--- src/rtl/boarding_gate_controller.sv ---
// Boarding gate controller: counts passengers, requests departure clearance,
// and sequences the timed departure. All outputs are registered.
module boarding_gate_controller #(
  parameter int MIN_PAX     = 15,
  parameter int CAPACITY    = 62,
  parameter int CLR_TIMEOUT = 255,
  parameter int DEPART_CYC  = 8
) (
  input  logic       clk,
  input  logic       rst_n,
  input  logic       pax_in,
  input  logic       pax_out,
  input  logic       close_req,
  input  logic       clearance,
  input  logic       weather,
  output logic [5:0] passengers,
  output logic       depart_req,
  output logic       departed,
  output logic       reject,
  output logic       full,
  output logic [1:0] state
);

  typedef enum logic [1:0] {
    IDLE     = 2'b00,
    BOARDING = 2'b01,
    WAIT_CLR = 2'b10,
    DEPART   = 2'b11
  } state_t;

  localparam int WW = ($clog2(CLR_TIMEOUT) > 8) ? $clog2(CLR_TIMEOUT) : 8;
  localparam int DW = (DEPART_CYC > 1) ? $clog2(DEPART_CYC) : 1;

  localparam logic [5:0]    CAP6  = 6'(CAPACITY);
  localparam logic [5:0]    MIN6  = 6'(MIN_PAX);
  localparam logic [WW-1:0] WMAX  = WW'(CLR_TIMEOUT - 1);
  localparam logic [DW-1:0] DLAST = DW'(DEPART_CYC - 1);

  state_t        cur, nxt;
  logic [5:0]    count_nxt;
  logic [5:0]    updated;
  logic [WW-1:0] wcnt, wcnt_nxt;
  logic [DW-1:0] dcnt, dcnt_nxt;
  logic          reject_nxt;
  logic          departed_nxt;

  // Counters default to zero so that any state change clears them on entry.
  always_comb begin
    nxt          = cur;
    count_nxt    = passengers;
    updated      = passengers;
    reject_nxt   = 1'b0;
    departed_nxt = 1'b0;
    wcnt_nxt     = '0;
    dcnt_nxt     = '0;

    case (cur)
      IDLE: begin
        if (pax_in && !pax_out) begin
          count_nxt = 6'd1;
          nxt       = BOARDING;
        end
        if ((pax_out && !pax_in) || close_req)
          reject_nxt = 1'b1;
      end

      BOARDING: begin
        if (pax_in && !pax_out) begin
          if (passengers == CAP6)
            reject_nxt = 1'b1;
          else
            updated = passengers + 6'd1;
        end else if (pax_out && !pax_in) begin
          updated = passengers - 6'd1;
        end
        count_nxt = updated;
        // The close decision is made on the count after this cycle's update.
        if (updated == 6'd0) begin
          nxt = IDLE;
          if (close_req)
            reject_nxt = 1'b1;
        end else if (close_req) begin
          if (updated >= MIN6)
            nxt = WAIT_CLR;
          else
            reject_nxt = 1'b1;
        end
      end

      WAIT_CLR: begin
        if (pax_in || pax_out)
          reject_nxt = 1'b1;
        if (clearance && weather) begin
          nxt = DEPART;
        end else if (wcnt == WMAX) begin
          nxt        = BOARDING;
          reject_nxt = 1'b1;
        end else begin
          wcnt_nxt = wcnt + 1'b1;
        end
      end

      DEPART: begin
        if (dcnt == DLAST) begin
          nxt       = IDLE;
          count_nxt = 6'd0;
        end else begin
          dcnt_nxt = dcnt + 1'b1;
        end
      end

      default: nxt = IDLE;
    endcase

    departed_nxt = (nxt == DEPART) && (dcnt_nxt == DLAST);
  end

  always_ff @(posedge clk or negedge rst_n) begin
    if (!rst_n) begin
      cur        <= IDLE;
      passengers <= 6'd0;
      wcnt       <= '0;
      dcnt       <= '0;
      depart_req <= 1'b0;
      departed   <= 1'b0;
      reject     <= 1'b0;
      full       <= 1'b0;
    end else begin
      cur        <= nxt;
      passengers <= count_nxt;
      wcnt       <= wcnt_nxt;
      dcnt       <= dcnt_nxt;
      depart_req <= (nxt == WAIT_CLR);
      departed   <= departed_nxt;
      reject     <= reject_nxt;
      full       <= (count_nxt == CAP6);
    end
  end

  assign state = cur;

endmodule

--- config.mk ---
export PLATFORM = sky130hd
export DESIGN_NAME = boarding_gate_controller
export DESIGN_NICKNAME = d
export VERILOG_FILES = /design/src/rtl/boarding_gate_controller.sv
export SDC_FILE = /design/constraint.sdc
export NUM_CORES = 1
export LEC_CHECK = 0
export ABC_AREA = 1
export ABC_CLOCK_PERIOD_IN_PS = 2200
export CORE_ASPECT_RATIO = 0.7
export CORE_MARGIN = 10
export CORE_UTILIZATION = 50
export DETAILED_ROUTE_END_ITERATION = 12
export PLACE_DENSITY = 0.84
export SYNTH_ARGS = -nofsm -noshare
export SYNTH_HDL_FRONTEND = slang
export SYNTH_SLANG_ARGS = --single-unit
--- constraint.sdc ---
create_clock -name clk -period 2.2 [get_ports clk]
set_clock_uncertainty 0.05 [all_clocks]
set_input_delay 0.44 -clock clk [delete_from_list [all_inputs] [get_ports clk]]
set_output_delay 0.44 -clock clk [all_outputs]
set_load 0.01 [all_outputs]
[Yosys cells after proc, flatten, opt, wreduce, memory -nomap -nowiden]
Cells that the tools add are included.
Storage, ports and cells
  flip-flop bits (word level): 23
  input port bits: 7
  output and inout bits: 12
  logic and storage cells: 64
Operators by class
  add/subtract/negate cells: 4
  order comparisons: 1
  eq/ne operators: 10
  multiplexer cells: 31
  reduce and logical (&&, ||, !) cells: 10
Operators with widths (count)
  $mux 6: 6
  $mux 8: 3
  $pmux 6 s3: 1
  $mux 2: 7
  $eq 6x6->1 const B: 2
  $mux 1: 10
  $add 8x1->8 const B: 1
  $eq 2x2->1 const B: 4
  $eq 8x8->1 const B: 1
  $pmux 2 s4: 1
  $add 6x1->6 const B: 1
  $eq 3x3->1 const B: 2
  $ge 6x4->1 const B: 1
  $logic_not 6->1: 1
  $mux 3: 2
  $sub 6x1->6 const B: 1
  $logic_and 1x1->1: 4
  $add 3x1->3 const B: 1
  $pmux 1 s3: 1
  $eq 2x1->1 const B: 1
  $logic_not 1->1: 2
  $logic_not 2->1: 1
  $logic_or 1x1->1: 2

[Depth between registers and ports, before layout]
Gate-level depths: netlist of the first run.
  depth after elaboration: 12
  mapped depth: 15
  gate-level depth less buffers: 15

[Worst setup path after synthesis of the first run]
Ideal clock, no wire load.
  path type: reg2reg
  start point: register passengers[0]
  end point: register depart_req
  setup time: 0.113 ns
  arrival time: 1.621 ns
  data required time: 2.037 ns
  slack: 0.415 ns
  cell stages (with the launch flop): 16
  buffers on the path: 0
  period minus slack after synthesis: 1.785 ns
  cells stage by stage: dfrtp_1 inv_1 ha_1 nand3_2 nor2_4 nand2_4 nand2_1 nand2_1 nand2_2 nor2_1 nand2_1 nor2_1 nor2_1 nand2_1 nand2_1 nor2_2
Between the ends
  longest elaborated chain between the ends: 10
  elaborated cells between the ends (all ways): 14
  those cells by class: 2 x add/sub; 1 x order compare; 2 x eq/ne; 8 x mux; 1 x reduce/logical
Ends and longest elaborated chain
  from (decl): line 16  | output logic [5:0] passengers,
  from (signal assigned): line 130  | passengers <= count_nxt;
  $sub 6x1->6, or another cell as far along: line 74  | updated = passengers - 6'd1;
  $mux 6, on equally long branches: line 73, 69
  $mux 6 *: line 68  | if (pax_in && !pax_out) begin
  $mux 6 *: line 57  | case (cur)
  $ge 6x4->1: line 83  | if (updated >= MIN6)
  $mux 2: line 83
  $mux 2: line 82  | end else if (close_req) begin
  $mux 2 *: line 78  | if (updated == 6'd0) begin
  $pmux 2 s4 *: line 57
  $eq 2x2->1 *: line 133  | depart_req <= (nxt == WAIT_CLR);
  to (signal assigned): line 133
  to (decl): line 17  | output logic depart_req,
Every way passes the cells marked *; elsewhere a longest branch is shown, timed or not. The select of a mux whose other input is x is not followed.

[Final worst setup path of the first run]
  start point: register passengers[2]
  end point: output passengers[2]
No word-level cell between the ends.

==> impl_metrics.env, run 1 <==
export IMPL_status="complete, no violations"
export IMPL_worstPathCellList="clkdlybuf4s50_1"
export IMPL_preCtsSetupSlack_ps=-6.401
export IMPL_drc_errors=0
export IMPL_place_area_um2=1735
export IMPL_cts_max_level=1
export IMPL_fin_crit_ps=2029
export IMPL_ios=19
export IMPL_drive_above_1_share=0.1620
export IMPL_p_leak_nw=0.8839
export IMPL_hold_class="flop to flop"
export IMPL_start_util=0.5284
export IMPL_multi_input_area_um2=799.5
export IMPL_switching_share=0.4625
export IMPL_coreArea_um2=2823
export IMPL_cp_max_fo=11
export IMPL_ff_latch_area_um2=575.6
export IMPL_fin_crit_sh=0.9220
export IMPL_yosysWarnings=0
export IMPL_crit_cells=1
export IMPL_cpPeakStageDelay_ps=640
export IMPL_clk_path_buf_depth=2
export IMPL_ys_types=28
export IMPL_final_hold_viol_count=0
export IMPL_ir_worst_vdd_uv=805.5
export IMPL_rr_startpoint="passengers[0]"
export IMPL_crit_arrival_ps=1540
export IMPL_cts_hold_buf=0
export IMPL_io_buffers=18
export IMPL_gp_congestion=0.9717
export IMPL_rows=16
export IMPL_cts_inserted_buffers=3
export IMPL_grt_usage=0.1232
export IMPL_clock_sinks=23
export IMPL_cpLargestDelayFamily="flip-flops"
export IMPL_post_drt_wl_per_cell_um=13.79
export IMPL_p_sw_mw=0.9365
export IMPL_finalPower_mw=2.025
export IMPL_finalInstanceArea_um2=1782
export IMPL_path_clk_slew_ps=80
export IMPL_r2r_cells=14
export IMPL_fillCellCount=262
export IMPL_num_antenna_cells=0
export IMPL_dr_pass1_iters=4
export IMPL_routed_via_density=5.377
export IMPL_setup_viol=0
export IMPL_hold_end="dcnt[0]"
export IMPL_cts_setup_buffers=0
export IMPL_setup_tns_ps=0
export IMPL_start_kind="flop"
export IMPL_route_vias_total=1355
export IMPL_grt_pass1_wl_um=5823
export IMPL_layoutNonFillerInstCount=252
export IMPL_max_cap_viol_count=0
export IMPL_ys_seq_area_frac=0.3859
export IMPL_drtIter0Drc=118
export IMPL_r2r_setup_slack_ps=260
export IMPL_crit_path_end_kind="primary output"
export IMPL_clkPwrFrac=0.124
export IMPL_fp_dieW_um=85.28
export IMPL_min_delay_start="dcnt[0]"
export IMPL_pwr_share_comb=0.553
export IMPL_maxSlewViolCount=0
export IMPL_finalWirelength_um=3475
export IMPL_syn_inst=191
export IMPL_post_cts_resized=0
export IMPL_path_class="flop to primary output"
export IMPL_layout_setup_ws_ps=171.5
export IMPL_cts_tree="done"
export IMPL_pwr_share_seq=0.323
export IMPL_p_per_area_nw_per_um2=1136
export IMPL_syn_area_um2=1491
export IMPL_antenna_found_initial=0
export IMPL_ant_nets=0
export IMPL_r2r_end="depart_req"
export IMPL_slew_headroom=0.6806
export IMPL_dp_cells=248
export IMPL_die_area_um2=5602
export IMPL_crit_buf_inv=1
export IMPL_grt_max_degree=24
export IMPL_dp_hpwl_um=2798
export IMPL_postSynthAreaPerCell_um2=7.809
export IMPL_critPathRequiredTime_ps=1710
export IMPL_fmax_ghz=0.4930
export IMPL_p_int_mw=1.088
export IMPL_clock_root_buffer="clkbuf_8"
export IMPL_die_h_um=65.70
export IMPL_crit_path_top_delay_cell="dfrtp_1"
export IMPL_clkLatencyLatePin_ps=260
export IMPL_rsz0062_at_grt="false"
export IMPL_syn_nets=205
export IMPL_tightestPinTransition_ps=479.2
export IMPL_finalNetCount=231
export IMPL_synthToLayoutAreaGrowth_pct=19.46
export IMPL_grt_pass1_vias=1247
export IMPL_ys_seq_elements=23
export IMPL_holdPathStages=1
export IMPL_gr_total_overflow=0
## routing by layer
| layer | GRT usage | vias to the layer above | wire (um) |
|---|---|---|---|
| li1 | - | 673 | - |
| met1 | 0.1816 | 611 | 1672 |
| met2 | 0.1660 | 69 | 1360 |
| met3 | 0.05049 | 2 | 419 |
| met4 | 0.01025 | 0 | 22 |
| met5 | 0 | - | 0 |
## synth_stat cells (all sizes together)
cell    count  area share
a211oi      2       0.013
a21oi       6       0.023
a31oi       2      0.0084
and3        1      0.0042
buf         1      0.0075
clkinv      1      0.0025
dfrtp      23        0.39
ha          7       0.059
inv        27       0.068
nand2      48        0.14
nand3      21       0.084
nand4       6       0.025
nor2       29       0.098
nor3        3       0.013
o21ai       4       0.013
o22ai       5       0.021
xnor2       3       0.018
xor2        2       0.012
## layout by cell type (no fill, tap or decap)
cell,instances
o21ai_0,2
nor3_1,2
nor3_2,1
a211oi_2,1
inv_1,24
clkdlybuf4s50_1,18
nand4_1,6
a31oi_1,2
a21oi_1,5
nand2_4,2
inv_2,3
nor2_4,4
dfrtp_1,23
clkinv_2,1
xor2_1,2
a21oi_2,1
nor2_2,3
clkbuf_8,3
o21ai_1,2
nand3_2,4
nor2_1,22
xnor2_1,3
a211oi_1,1
buf_4,4
ha_1,7
clkinv_1,1
o22ai_1,5
nand2_1,38
and3_1,1
nand3_1,17
nand2_2,8
## cells by family (layout without fill, tap and decap cells)
logic type                 Yosys count  after routing  share of synthesized area
adders and majority gates            7              7                    0.05872
and+or+nand+nor                    108            108                     0.3691
buffers and inverters               29             54                    0.07802
AOI/OAI and AO/OA                   19             19                    0.07886
DFF                                 23             23                     0.3859
xor gates and xnor gates             5              5                    0.02937
## how the worst max path moves through the flow
stage | from | end | slack (ps)
finish | passengers[2] | passengers[2] | 170
global route | passengers[0] | depart_req | 50
CTS | passengers[2] | passengers[2] | 150
detailed placement | pax_in | depart_req | -6
global placement | pax_in | state[0] | 40
floorplan | passengers[0] | depart_req | 420
## flip-flops by register name, indices dropped and copies added (netlist names)
| signal | cells |
|---|---|
| dcnt | 3 |
| reject | 1 |
| state | 2 |
| passengers | 6 |
| full | 1 |
| wcnt | 8 |
| departed | 1 |
| depart_req | 1 |
## worst reg2reg max path: cells and delay by family (launching register included)
| family | cells | cell delay, ps |
|---|---|---|
| adders and majority gates | 1 | 210 |
| and+or+nand+nor | 12 | 1030 |
| buffers and inverters | 1 | 210 |
| DFF | 1 | 380 |
## area by class of cell
type                            count  area share
Multi-Input combinational cell    139      0.4487
Sequential cell                    23      0.3230
Timing Repair Buffer               22      0.1180
Inverter                           28     0.05899
Tap cell                           36     0.02528
Clock buffer                        3     0.02317
Clock inverter                      1    0.002809
## power groups by stage
| stage | registers, mW | logic, mW | clock network (mW) |
|---|---|---|---|
| 6_report | 0.653 | 1.12 | 0.252 |
| 5_1_grt | 0.668 | 1.25 | 0.275 |
| 4_1_cts | 0.649 | 1.11 | 0.257 |
| 3_5_place_dp | 0.657 | 1.10 | 0 |
| 3_3_place_gp | 0.653 | 1.08 | 0 |
| 2_1_floorplan | 0.662 | 0.690 | 0 |
## through the flow
step | hold WS, ps | utilization
after CTS | 431.1 | 0.6312
after floorplan | 94.41 | -
after global placement | 403.0 | 0.6148
after global routing | 460.0 | 0.6312
final | 429.6 | 0.6312
after detailed placement | 421.0 | 0.6148
(Power assumes the default switching activity.)
==> run 2, diff against run 1 <==
--- a/config.mk
+++ b/config.mk
@@ -7,6 +7,7 @@
 export LEC_CHECK = 0
 export ABC_AREA = 1
 export ABC_CLOCK_PERIOD_IN_PS = 2200
+export CAP_MARGIN = 20
 export CORE_ASPECT_RATIO = 0.7
 export CORE_MARGIN = 10
 export CORE_UTILIZATION = 50
==> results of run 2 <==
The final DEF is identical to that of run 1; final timing and power are the same.
==> run 3, diff against run 2 <==
--- a/config.mk
+++ b/config.mk
@@ -5,7 +5,6 @@
 export SDC_FILE = /design/constraint.sdc
 export NUM_CORES = 1
 export LEC_CHECK = 0
-export ABC_AREA = 1
 export ABC_CLOCK_PERIOD_IN_PS = 2200
 export CAP_MARGIN = 20
 export CORE_ASPECT_RATIO = 0.7
==> impl_metrics.env, run 3 <==
export IMPL_top_register="wcnt"
export IMPL_largest_register_ffs=8
export IMPL_r2r_setup_slack_ps=-50
export IMPL_coreArea_um2=2803
export IMPL_switching_share=0.4191
export IMPL_crit_arrival_ps=2360
export IMPL_status="complete, but fails checks"
export IMPL_route_vias_total=1391
export IMPL_hold_class="flop to flop"
export IMPL_yosysWarnings=0
export IMPL_drc_errors=0
export IMPL_postSynthAreaPerCell_um2=9.672
export IMPL_routed_via_density=6.155
export IMPL_clock_root_buffer="clkbuf_8"
export IMPL_ios=19
export IMPL_rows=16
export IMPL_dr_pass1_iters=4
export IMPL_synth_top_cells_by_area="dfrtp_1, ha_1, nor2_1"
export IMPL_path_clk_slew_ps=80
export IMPL_ys_types=46
export IMPL_cpPeakStageDelay_ps=440
export IMPL_fmax_ghz=0.4441
export IMPL_clkPwrFrac=0.122
export IMPL_r2r_end="state[0]"
export IMPL_final_cell_mix="dfrtp_1, buf_4, clkdlybuf4s50_1, nor2_1, nand2_1"
export IMPL_clock_sinks=23
export IMPL_synth_top_area_frac=0.3915
export IMPL_pwr_share_seq=0.341
export IMPL_setup_viol=4
export IMPL_dp_hpwl_um=2907
export IMPL_async_flop_share=1.000
export IMPL_ys_seq_elements=23
export IMPL_start_util=0.5246
export IMPL_start_kind="flop"
export IMPL_clkLatencyLatePin_ps=270
export IMPL_drive_above_1_share=0.2684
export IMPL_clk_path_buf_depth=2
export IMPL_finalWirelength_um=4287
export IMPL_min_delay_start="dcnt[0]"
export IMPL_synth_most_common_cell="dfrtp_1"
export IMPL_antenna_found_initial=0
export IMPL_rr_startpoint="passengers[0]"
export IMPL_multi_input_area_um2=929.6
export IMPL_p_int_mw=1.267
export IMPL_die_area_um2=5544
export IMPL_ir_worst_vdd_uv=530.9
export IMPL_preCtsSetupSlack_ps=-473.7
export IMPL_synth_edff_count=0
export IMPL_rsz0062_at_grt="true"
export IMPL_grt_pass1_vias=1419
export IMPL_max_cap_viol_count=0
export IMPL_cts_tree="done"
export IMPL_post_drt_wl_per_cell_um=18.97
export IMPL_place_area_um2=1778
export IMPL_finalInstanceArea_um2=1974
export IMPL_cp_max_fo=3
export IMPL_worstPathCellList="buf_6 -> ha_4 -> and4b_1 -> buf_6 -> o21ai_2 -> o22ai_4 -> o21bai_4 -> o41a_1 -> a22o_1"
export IMPL_synthFlopType="dfrtp_1"
export IMPL_drtIter0Drc=172
export IMPL_yosysTopAreaCell="dfrtp_1"
export IMPL_grt_max_degree=24
export IMPL_cts_inserted_buffers=3
export IMPL_grt_usage=0.1495
export IMPL_crit_path_top_delay_cell="o41a_1"
export IMPL_fin_crit_ps=2252
export IMPL_tightestPinTransition_ps=427.4
export IMPL_reg_largest_list="wcnt: 8 flops, passengers: 6 flops, dcnt: 3 flops"
export IMPL_p_per_area_nw_per_um2=1105
export IMPL_ff_latch_area_um2=576.8
export IMPL_num_antenna_cells=0
export IMPL_critPathRequiredTime_ps=2310
export IMPL_p_sw_mw=0.9145
export IMPL_slew_headroom=0.7150
export IMPL_syn_nets=166
export IMPL_fillCellCount=187
export IMPL_finalNetCount=205
export IMPL_maxSlewViolCount=0
export IMPL_die_h_um=65.37
export IMPL_synthToLayoutAreaGrowth_pct=34.30
export IMPL_syn_inst=152
export IMPL_syn_area_um2=1470
export IMPL_synth_common_cells="dfrtp_1, nor2_1, nand2_1"
export IMPL_holdPathStages=1
export IMPL_final_hold_viol_count=0
export IMPL_fp_dieW_um=84.81
export IMPL_pwr_share_comb=0.537
export IMPL_grt_pass1_wl_um=6900
export IMPL_ys_seq_area_frac=0.3915
export IMPL_cts_max_level=1
export IMPL_ant_nets=0
export IMPL_violations="setup timing"
export IMPL_hold_end="dcnt[0]"
export IMPL_gp_congestion=0.8941
export IMPL_crit_path_end_kind="flop"
export IMPL_layout_setup_ws_ps=-51.80
export IMPL_cts_hold_buf=0
export IMPL_r2r_cells=9
export IMPL_io_buffers=18
export IMPL_fin_crit_sh=1.024
export IMPL_p_leak_nw=0.8488
export IMPL_path_class="flop to flop"
export IMPL_gr_total_overflow=0
export IMPL_finalPower_mw=2.182
export IMPL_crit_top_cell="buf_6"
==> run 3: changes by cell type after synthesis, sizes merged, moves of 6 or more <==
cell | before | now
nor2 | 29 | 14
inv | 27 | 3
o21ai | 4 | 10
nand3 | 21 | 8
nand2 | 48 | 12
==> run 3: area by class of cell <==
class | count | share of cell area
Clock buffer | 3 | 0.02091
Tap cell | 36 | 0.02281
Sequential cell | 23 | 0.2921
Multi-Input combinational cell | 118 | 0.4709
Clock inverter | 1 | 0.002535
Timing Repair Buffer | 42 | 0.1850
Inverter | 3 | 0.005703
==> run 3: power groups by stage <==
stage | combinational [mW] | clock, mW | sequential, mW
2_1_floorplan | 0.610 | 0 | 0.665
3_3_place_gp | 0.932 | 0 | 0.711
3_5_place_dp | 0.990 | 0 | 0.719
4_1_cts | 1.06 | 0.267 | 0.718
5_1_grt | 1.25 | 0.284 | 0.762
6_report | 1.17 | 0.267 | 0.743
==> run 3: cell families (layout without fill, tap and decap cells) <==
kind of cell               count (synthesis)  count (layout)  share of synthesized area
DFF                                       23              23                     0.3915
adders and majority gates                  7               7                    0.05957
AOI/OAI and AO/OA                         32              32                     0.1685
muxes                                      2               2                    0.01362
xor gates and xnor gates                   7               7                    0.04170
and+or+nand+nor                           70              70                     0.2817
buffers and inverters                     11              49                    0.04340
==> run 3: critical path: cells and delay by family (launching register included) <==
kind,cells,cell delay (ps)
AO/OA/AOI/OAI,5,1070
buffers and inverters,2,260
adder cells (fa/ha/maj),1,150
flip-flops,1,420
AND/OR/NAND/NOR,1,190
==> run 3: worst max path at each step <==
stage	from	endpoint	slack (ps)
after floorplan	passengers[0]	state[0]	30
after global placement	pax_out	state[0]	-320
after detailed placement	pax_in	state[0]	-470
after CTS	passengers[0]	state[0]	8
after global routing	passengers[0]	depart_req	-130
final	passengers[0]	state[0]	-50
==> run 3: layer usage <==
metal  global-route usage  part of all wire  vias up
li1                     -                 -      636
met1               0.1665              0.41      670
met2               0.2538              0.47       73
met3              0.05542             0.095       12
met4              0.06352             0.022        0
met5                    0                 0        -
==> run 3: timing repair <==
item	4_1_cts	5_1_grt
gates resized for setup	14	14
cloned	0	0
setup endpoints to repair	5	5
pin swaps	6	10
buffers inserted	4	2
==> run 3: metrics by stage <==
| step | hold slack (ps) | instances | setup TNS (ps) | utilization |
|---|---|---|---|---|
| detailed placement | 395.3 | 216 | -2072 | 0.6344 |
| global route | 454.6 | 226 | -512.3 | 0.7045 |
| global placement | 382.6 | 216 | -1225 | 0.6344 |
| finish | 412.1 | 226 | -106.1 | 0.7045 |
| CTS | 410.7 | 224 | 0 | 0.6741 |
| floorplan | 94.41 | 152 | 0 | - |
